$ cat config.mk
export PLATFORM = sky130hd
export DESIGN_NAME = serial_to_parallel_rx
export DESIGN_NICKNAME = d
export VERILOG_FILES = /design/src/rtl/serial_to_parallel_rx.sv
export SDC_FILE = /design/constraint.sdc
export NUM_CORES = 1
export LEC_CHECK = 0
export BUFFER_PORTS_ARGS = -buffer_cell sky130_fd_sc_hd__buf_2
export CAP_MARGIN = 20
export CORE_AREA = 2 2 39 41
export CTS_CLUSTER_SIZE = 10
export DETAILED_ROUTE_END_ITERATION = 8
export DIE_AREA = 0 0 41 43
export PLACE_DENSITY = 0.69
export REMOVE_ABC_BUFFERS = 1
export SETUP_SLACK_MARGIN = 0.3
export SLEW_MARGIN = 10
export SYNTH_ARGS = -nofsm -noshare
export SYNTH_HDL_FRONTEND = slang
export SYNTH_SLANG_ARGS = --single-unit
export TNS_END_PERCENT = 1
$ cat constraint.sdc
create_clock -name clk -period 4.05 [get_ports clk]
set_input_delay 0.405 -clock clk [delete_from_list [all_inputs] [get_ports clk]]
set_output_delay 0.405 -clock clk [all_outputs]
set_load 0.05 [all_outputs]
$ cat src/rtl/serial_to_parallel_rx.sv
// Serial-to-parallel receiver: assembles WIDTH framed serial bits into a word
// and offers it on a valid/ready port. Flags dropped words (sticky overrun) and
// mid-word frame starts (one-cycle frame_err).
module serial_to_parallel_rx #(
  parameter int unsigned WIDTH     = 4,
  parameter bit          MSB_FIRST = 1'b1
) (
  input  logic             clk,
  input  logic             reset,
  input  logic             ser_in,
  input  logic             ser_valid,
  input  logic             frame_start,
  input  logic             out_ready,
  input  logic             clr_overrun,
  output logic [WIDTH-1:0] data_out,
  output logic             out_valid,
  output logic             overrun,
  output logic             frame_err,
  output logic             busy
);

  localparam int unsigned CntW = $clog2(WIDTH + 1);

  typedef enum logic [0:0] {StIdle, StShift} state_e;

  state_e            state_q, state_d;
  logic [CntW-1:0]   bit_cnt_q, bit_cnt_d;
  logic [WIDTH-1:0]  sr_q, sr_d;
  logic [WIDTH-1:0]  data_q, data_d;
  logic              valid_q, valid_d;
  logic              overrun_q, overrun_d;
  logic              frame_err_q, frame_err_d;

  logic [WIDTH-1:0]  sr_shift;   // shift register with ser_in appended
  logic [WIDTH-1:0]  sr_first;   // fresh word holding only ser_in as its first bit
  logic              in_shift;
  logic              start;      // frame_start bit, from either state
  logic              resync;     // frame_start arriving mid-word
  logic              advance;    // ordinary data bit inside a word
  logic              last_bit;
  logic              complete;
  logic              load;       // completed word may enter the holding register
  logic              drop;       // completed word lost because the holder is full

  // Bit ordering is a static choice; only one shift direction is built.
  if (MSB_FIRST) begin : g_msb_first
    assign sr_shift = {sr_q[WIDTH-2:0], ser_in};
    assign sr_first = {{(WIDTH-1){1'b0}}, ser_in};
  end else begin : g_lsb_first
    assign sr_shift = {ser_in, sr_q[WIDTH-1:1]};
    assign sr_first = {ser_in, {(WIDTH-1){1'b0}}};
  end

  // FSM state register.
  always_ff @(posedge clk or posedge reset) begin
    if (reset) begin
      state_q <= StIdle;
    end else begin
      state_q <= state_d;
    end
  end

  // FSM next state: a frame start always lands in SHIFT, the last bit returns to IDLE.
  always_comb begin
    state_d = state_q;
    unique case (state_q)
      StIdle: begin
        if (ser_valid && frame_start) state_d = StShift;
      end
      StShift: begin
        if (ser_valid && !frame_start && last_bit) state_d = StIdle;
      end
      default: state_d = StIdle;
    endcase
  end

  // FSM outputs and event decode.
  always_comb begin
    in_shift = (state_q == StShift);
    busy     = in_shift;
    start    = ser_valid && frame_start;
    resync   = in_shift && start;
    advance  = in_shift && ser_valid && !frame_start;
    last_bit = (bit_cnt_q == CntW'(WIDTH - 1));
    complete = advance && last_bit;
    load     = complete && (!valid_q || out_ready);
    drop     = complete && valid_q && !out_ready;
  end

  // Datapath next state: bit counter, shift register, holding register and flags.
  always_comb begin
    bit_cnt_d   = bit_cnt_q;
    sr_d        = sr_q;
    data_d      = data_q;
    valid_d     = valid_q;
    overrun_d   = overrun_q;
    frame_err_d = resync;

    if (start) begin
      bit_cnt_d = CntW'(1);
      sr_d      = sr_first;
    end else if (complete) begin
      bit_cnt_d = '0;
      sr_d      = sr_shift;
    end else if (advance) begin
      bit_cnt_d = bit_cnt_q + CntW'(1);
      sr_d      = sr_shift;
    end

    // A full holder being drained this cycle can take the new word with no bubble.
    if (load) begin
      data_d  = sr_shift;
      valid_d = 1'b1;
    end else if (valid_q && out_ready) begin
      valid_d = 1'b0;
    end

    // Setting wins over a simultaneous clear.
    if (drop) begin
      overrun_d = 1'b1;
    end else if (clr_overrun) begin
      overrun_d = 1'b0;
    end
  end

  // Datapath registers.
  always_ff @(posedge clk or posedge reset) begin
    if (reset) begin
      bit_cnt_q   <= '0;
      sr_q        <= '0;
      data_q      <= '0;
      valid_q     <= 1'b0;
      overrun_q   <= 1'b0;
      frame_err_q <= 1'b0;
    end else begin
      bit_cnt_q   <= bit_cnt_d;
      sr_q        <= sr_d;
      data_q      <= data_d;
      valid_q     <= valid_d;
      overrun_q   <= overrun_d;
      frame_err_q <= frame_err_d;
    end
  end

  assign data_out  = data_q;
  assign out_valid = valid_q;
  assign overrun   = overrun_q;
  assign frame_err = frame_err_q;

endmodule

==> flow_summary.rst, run 1 <==
.. list-table::
   :header-rows: 1

   * - Metric
     - Value
   * - Max Cap Violations
     - 0
   * - Cell Rows
     - 14
   * - Largest net degree at the start of global routing
     - 15
   * - Share of post-route cells with drive strength above 1
     - 0.452
   * - Area growth syn-to-layout
     - 20.5%
   * - Worst EP required
     - 4230 ps
   * - Via count
     - 410
   * - Post-Synthesis Cells
     - between 40 and 50
   * - Number of library cell types mapped by synthesis
     - 21
   * - Core box area
     - 1380 um^2
   * - Number of clock buffers inserted by TritonCTS
     - 3
   * - Post-route non-filler standard cell count
     - 78
   * - Final Hold Fails
     - 0
   * - Worst Setup Start Kind
     - register
   * - Number of global-route vias before repair
     - a little over 400
   * - Shortest period the worst path allows
     - roughly 1600 ps
   * - Setup violation total in the final timing report
     - 0
   * - Arrival time of data at the critical path endpoint
     - about 1800 ps
   * - DR vias/cell
     - about 5.3
   * - Static leakage power
     - 0.370 nW
   * - Depth of the CTS H-tree
     - 1
   * - Number of nets at the end of the flow
     - 71
   * - TritonCTS clock tree
     - built
   * - Half-perimeter wire length of the detailed placement result
     - 772 um
   * - Top routing layer used
     - met4
   * - Clock-pin transition on the worst setup and hold timing paths
     - 80 ps
   * - Global route overflow
     - 0
   * - Status
     - finished, final reports clean
   * - Slowest stage delay, CP
     - 380 ps
   * - Router iterations before antenna repair
     - 4
   * - Endpoint class of the critical path
     - register
   * - Worst-Skew Late Latency
     - 290 ps
   * - Accumulated negative setup slack
     - 0 ps
   * - Antenna Violating Nets Remaining
     - 0
   * - Count of unresolved DRC violations after routing
     - 0
   * - Clk_skew
     - 3.76 ps
   * - Simple logic cell fraction of the synthesized area
     - 0.137
   * - Commonest non-fill, non-tap cells in the layout
     - 14 x dfrtp_1, 14 x buf_2, 5 x mux2_2
   * - Area fraction in compound gates after synthesis
     - 0.127
   * - Die height
     - 43 um
   * - Worst hold slack across all endpoints
     - ~130 ps
   * - Placed cell area
     - between 600 and 700 um^2
   * - Port buffer count
     - 14
   * - Wire length on met1
     - 450 um
   * - GRT Util Overall
     - 0.164
   * - Sequential fraction of the synthesis area
     - 0.592
   * - Critical Path, Cell by Cell
     - ha_1 -> or2b_1 -> nor4b_4 -> mux2_2
   * - Count of buffers added by post-CTS timing repair for setup
     - 0
   * - Wire length of the first global-routing pass
     - 1.81 mm
   * - Ratio of total power to cell area
     - between 600 and 700 nW/um^2
   * - Number of primary I/O pins
     - 15
   * - Combinational family with the most area after synthesis
     - simple AND/OR/NAND/NOR gates
   * - Hold-fix buffers, CTS
     - 0
   * - Root Buffer Master
     - clkbuf_4
   * - Die outline area
     - 1760 um^2
   * - Maximum fanout encountered on the critical timing path
     - 4
   * - Remaining max-slew budget at the tightest pin
     - 0.662
   * - Classification of the worst setup path
     - register to register
   * - Pin slew with the least headroom to its limit
     - roughly 500 ps
   * - Avg Synthesized Cell Area
     - 13.2 um^2
   * - Share of synthesized cell area in full adder, half adder and majority cells
     - 0.0211
   * - Cell total after placement
     - 74
   * - First-iteration detailed-routing DRC count
     - 7
   * - Fin. max-slew vios
     - 0
   * - Hold Crit Class
     - primary input to async pin
   * - Quantity of gates resized following cts
     - 0
   * - Worst Path Buf+Inv
     - 0
   * - Share of cell area taken by muxes after synthesis
     - 0.0951
   * - Antenna violations before repair
     - 0
   * - Setup repair after global routing missed its margin
     - no
   * - Slowest stage cell, crit path
     - dfrtp_1
   * - Final GP Congestion
     - 0.736
   * - Parity-gate share of the synthesized area counting xor and xnor cells
     - 0
   * - Clk sinks
     - 14
   * - Met2 routed wirelength
     - 492 um
   * - Worst IR Drop VDD
     - 0.000306 V
   * - Number of diodes added for antenna fixing
     - 0
   * - Cell family with most CP delay
     - simple AND/OR/NAND/NOR gates
   * - Flops & latches, synth
     - 14
   * - Netlist area before placement
     - ~600 um^2
   * - Share of the clock period used by the worst path
     - 0.407
   * - DRT Wirelength
     - 1.03 mm
   * - Clock Path Buffers
     - 2
   * - Initial standard-cell utilization of the core
     - 0.428
   * - DR WL/cell
     - 13.3 um
   * - Final cell utilization of the core
     - 0.515
   * - Total length of routed met3 wires
     - 47 um
   * - Width of the die
     - roughly 40 um
   * - Post-route design area
     - 713 um^2
   * - Maximum clock rate
     - ~600 MHz
   * - Count of synthesis-stage warnings from yosys
     - 0
## cell type report
type	instances	area [um^2]
Clock buffer	4	36.3
Fill cell	122	671
Inverter	3	11.3
Multi-Input combinational cell	27	225
Sequential cell	14	350
Tap cell	16	20.0
Timing Repair Buffer	14	70.1
## worst reg2reg max path, delay by kind of cell, from the launching register on
| family | cells | cell delay (ps) |
|---|---|---|
| muxes | 1 | 380 |
| DFF | 1 | 380 |
| adders and majority gates | 1 | 170 |
| and+or+nand+nor | 2 | 620 |
## power by group
part | switching (mW) | total (mW) | internal (mW)
sequential | 0.0190 | 0.190 | 0.171
clock | 0.0471 | 0.102 | 0.0548
combinational | 0.110 | 0.160 | 0.0499
total | 0.176 | 0.452 | 0.275
## synth_stat cells
cell type	count	area, um^2
mux2_2	5	56.3
nand2b_1	2	12.5
nor2_1	1	3.75
and3_1	1	6.26
inv_1	3	11.3
and2_1	1	6.26
or2b_1	1	7.51
o21ai_0	2	10.0
a21boi_0	1	7.51
nor4b_4	1	23.8
a21o_2	1	8.76
nand2_1	2	7.51
dfrtp_1	14	350
a22o_1	3	26.3
nand2_2	1	6.26
clkbuf_2	1	5.00
or3_2	1	7.51
o22ai_1	1	6.26
a21o_1	1	7.51
a31o_2	1	8.76
ha_1	1	12.5
## final timing paths
kind                              start            to  slack (ps)  depth (start not counted)
max                        bit_cnt_q[0]   data_out[1]        2400                          4
min                               reset  bit_cnt_q[2]         130                          2
max reg2reg                bit_cnt_q[0]   data_out[1]        2400                          4
min reg2reg                bit_cnt_q[1]  bit_cnt_q[1]         500                          2
max in group asynchronous         reset   data_out[1]        3580                          2
min in group clk            clr_overrun       overrun         310                          2
## sequential cells by signal, indices dropped and copies added (netlist names)
name,count
sr_q,3
overrun,1
out_valid,1
frame_err,1
busy,1
bit_cnt_q,3
data_out,4
## stage by stage
stage          total power, mW  setup slack [ps]
2_1_floorplan            0.316              2350
3_3_place_gp             0.351              2440
3_5_place_dp             0.354              2420
4_1_cts                  0.458              2410
5_1_grt                  0.478              2310
6_report                 0.452              2400
## cell families (layout without fill, tap and decap cells)
group,Yosys count,after routing
adders and majority gates,1,1
AOI/OAI and AO/OA,10,10
muxes,5,5
DFF,14,14
and+or+nand+nor,11,11
buffers and inverters,4,21
## layer usage
metal  global-route usage  vias up
met5                    0        -
met4                0.140        0
met3               0.0471        5
met2                0.213       16
met1                0.214      199
li1                     -      190
Power figures use the tool's default switching activity.
==> run 2, diff against run 1 <==
- ABC_AREA: default -> 1
- CORE_AREA: 2 2 39 41 -> default
- CORE_MARGIN: default -> 2
- CORE_UTILIZATION: default -> 44
- DIE_AREA: 0 0 41 43 -> default
- PLACE_DENSITY: 0.69 -> 0.7
- clock period: 4.05 -> 1.4 ns (I/O delays scaled with it)
==> run 2 against run 1 <==
  * Clock power rose by 110%
  * Sequential share of layout area is 3.7 points lower
  * First-iteration DRC count shrank 29%
  * Power increased to 2.8 times the previous value
  * Routed wire length rose by 3.2%
  * Non-clock buffer count up 3
  * Flip-flop and latch count unchanged
  * Largest cell class unchanged
==> flow_summary.rst, run 2 <==
.. list-table::
   :header-rows: 1

   * - Metric
     - Value
   * - Status
     - finished, final reports clean
   * - Synth cell count leaders
     - 24 x nand2_1, 14 x dfrtp_1, 7 x inv_1, 4 x nand4_1, 3 x nand2_2
   * - Fraction of registers with async set or reset after synthesis
     - 1.00
   * - Antenna Violating Nets Remaining
     - 0
   * - Proportion of netlist area held by the largest area contributor
     - 0.557
   * - Number of diodes added for antenna fixing
     - 0
   * - Maximum clock rate
     - 910 MHz
   * - Share of the clock period used by the worst path
     - 0.785
   * - Final Hold Fails
     - 0
   * - Share of post-route cells with drive strength above 1
     - 0.360
   * - Most common cell after layout, fill and taps aside
     - nand2_1
   * - Global route overflow
     - 0
   * - Cell seen most often among critical-path stages
     - nand2_1
   * - Avg Synthesized Cell Area
     - around 9.5 um^2
   * - Logic pwr share
     - 0.396
   * - Number of primary I/O pins
     - 15
   * - Router iterations before antenna repair
     - 4
   * - Number of clock buffers inserted by TritonCTS
     - 3
   * - Post-Synthesis Cells
     - 66
   * - Via count
     - slightly below 500
   * - Root Buffer Master
     - clkbuf_4
   * - Number of library cell types mapped by synthesis
     - 18
   * - Flops & latches, synth
     - 14
   * - Clk sinks
     - 14
   * - DRT Wirelength
     - 1.07 mm
   * - DR vias/cell
     - 4.92
   * - Max Cap Violations
     - 0
   * - Wire length of the first global-routing pass
     - about 1.9 mm
   * - Final GP Congestion
     - ~0.80
   * - GRT Util Overall
     - 0.141
   * - Fin. max-slew vios
     - 0
   * - Sequential fraction of the synthesis area
     - 0.557
   * - Endpoint class of the critical path
     - register
   * - Accumulated negative setup slack
     - 0 ps
   * - Port buffer count
     - 14
   * - Count of synthesis-stage warnings from yosys
     - 0
   * - Biggest area contributors in the synthesized netlist
     - dfrtp_1 56%, nand2_1 14%, inv_1 4.2%, nand4_1 4.0%, nor2_8 3.2%
   * - First-iteration detailed-routing DRC count
     - 5
   * - Power dissipated by switching net loads
     - 529 uW
   * - Worst EP required
     - 1560 ps
   * - Reg2Reg Launch Point
     - bit_cnt_q[0]
   * - Critical Path, Cell by Cell
     - ha_2 -> inv_2 -> nor2_4 -> nand3_4 -> nand2_1 -> nand2_1
   * - TritonCTS clock tree
     - built
   * - Area growth syn-to-layout
     - 22.5%
   * - Beginning of the critical path
     - bit_cnt_q[0]
   * - Hold Crit Class
     - primary input to register
   * - Placed cell area
     - between 700 and 800 um^2
   * - Depth of the CTS H-tree
     - 1
   * - Number of global-route vias before repair
     - 465
   * - Most common cell in the synthesized netlist
     - nand2_1
   * - Shortest period the worst path allows
     - 1100 ps
   * - Final cell utilization of the core
     - 0.585
   * - Netlist area before placement
     - 629 um^2
   * - Slowest stage delay, CP
     - 360 ps
   * - Initial standard-cell utilization of the core
     - 0.478
   * - Half-perimeter wire length of the detailed placement result
     - 802 um
   * - Commonest non-fill, non-tap cells in the layout
     - 23 x nand2_1, 14 x dfrtp_1, 14 x buf_2, 6 x inv_1
   * - Worst-Skew Late Latency
     - 270 ps
   * - Classification of the worst setup path
     - register to register
   * - Largest net degree at the start of global routing
     - 15
   * - Remaining max-slew budget at the tightest pin
     - 0.649
   * - Ratio of total power to cell area
     - 1630 nW/um^2
   * - Cell Rows
     - 13
   * - Clk_skew
     - 1.17 ps
   * - Maximum fanout encountered on the critical timing path
     - 6
   * - Static leakage power
     - 0.429 nW
   * - Setup repair after global routing missed its margin
     - yes
   * - Switching power as a share of total power
     - 0.422
   * - Pin slew with the least headroom to its limit
     - 525 ps
   * - Count of unresolved DRC violations after routing
     - 0
   * - Sequential power share
     - 0.433
   * - Die height
     - 41.8 um
   * - Clock-pin transition on the worst setup and hold timing paths
     - ~80 ps
   * - Worst IR Drop VDD
     - 0.000617 V
   * - Predominant post-synthesis flop cell
     - dfrtp_1
   * - Arrival time of data at the critical path endpoint
     - 1260 ps
   * - Worst Setup Start Kind
     - register
   * - Width of the die
     - ~42 um
   * - Portion of total power attributed to the clock network
     - 0.171
   * - Reg2reg setup slack
     - between 300 and 400 ps
   * - Slowest stage cell, crit path
     - dfrtp_1
   * - Clock Path Buffers
     - 2
   * - Number of flip-flops in the largest register
     - 4
   * - Die outline area
     - between 1500 and 2000 um^2
   * - Core box area
     - 1320 um^2
   * - Post-route design area
     - slightly below 800 um^2
   * - Number of nets at the end of the flow
     - 96
   * - Worst Setup Slack post-DPL
     - 290 ps
   * - Setup violation total in the final timing report
     - 0
   * - Worst hold slack across all endpoints
     - 105 ps
   * - Cell type with the highest aggregate area in the netlist
     - dfrtp_1
   * - Antenna violations before repair
     - 0
   * - Internal power
     - 725 uW
   * - Post-synth EDFFs
     - 0
   * - Post-route setup slack
     - 301 ps
   * - DR WL/cell
     - 10.6 um
   * - Worst Hold Launch
     - clr_overrun
-- run 2: worst paths after layout --
| kind | end | cells past startpoint |
|---|---|---|
| min in group asynchronous | frame_err | 3 |
| min | overrun | 4 |
| max reg2reg | data_out[1] | 6 |
| max in group asynchronous | data_out[3] | 3 |
| min reg2reg | data_out[2] | 2 |
| max | data_out[1] | 6 |
-- run 2: layout make-up --
cell class                      count  area (um^2)
Clock buffer                        3         22.5
Tap cell                           15         18.8
Sequential cell                    14          350
Fill cell                         126          547
Multi-Input combinational cell     44          254
Inverter                            8         30.0
Timing Repair Buffer               17         95.1
-- run 2: logic make-up (layout without fill, tap and decap cells) --
logic type | after synthesis | after routing | share of synthesized area
buffers and inverters | 8 | 28 | 0.0477
AND/OR/NAND/NOR | 38 | 38 | 0.326
adder cells (fa/ha/maj) | 1 | 1 | 0.0199
flip-flops | 14 | 14 | 0.557
AO/OA/AOI/OAI | 5 | 5 | 0.0497
-- run 2: power groups by stage --
stage / Clock (mW) / Sequential (mW) / Combinational, mW
6_report: 0.214 / 0.542 / 0.496
5_1_grt: 0.237 / 0.552 / 0.533
4_1_cts: 0.220 / 0.540 / 0.500
3_5_place_dp: 0 / 0.548 / 0.470
3_3_place_gp: 0 / 0.544 / 0.465
2_1_floorplan: 0 / 0.748 / 0.157
-- run 2: metrics by stage --
stage	cells	power [mW]
final	101	1.25
after global placement	95	1.01
after detailed placement	95	1.02
after global routing	101	1.32
after CTS	101	1.26
after floorplan	66	0.905
-- run 2: critical path: cells and delay by family, from the launching register on --
| family | cells | cell delay (ps) |
|---|---|---|
| buffers and inverters | 1 | 40 |
| adders and majority gates | 1 | 200 |
| and+or+nand+nor | 4 | 390 |
| DFF | 1 | 360 |
-- run 2: routing by layer --
layer | vias to the layer above | part of all wire | global-route usage
li1 | 252 | - | -
met1 | 230 | 0.49 | 0.194
met3 | 4 | 0.044 | 0.0261
met5 | - | 0 | 0
met2 | 11 | 0.45 | 0.219
met4 | 0 | 0.015 | 0.0581
-- run 2: repair_timing --
action / in CTS / in global routing
endpoints found under the setup margin: 5 / 11
gates resized for setup: 2 / 1
hold buffers: 1 / 0
pin swaps: 4 / 4
setup buffers: 2 / 0
endpoints found under the hold margin: 14 / 0
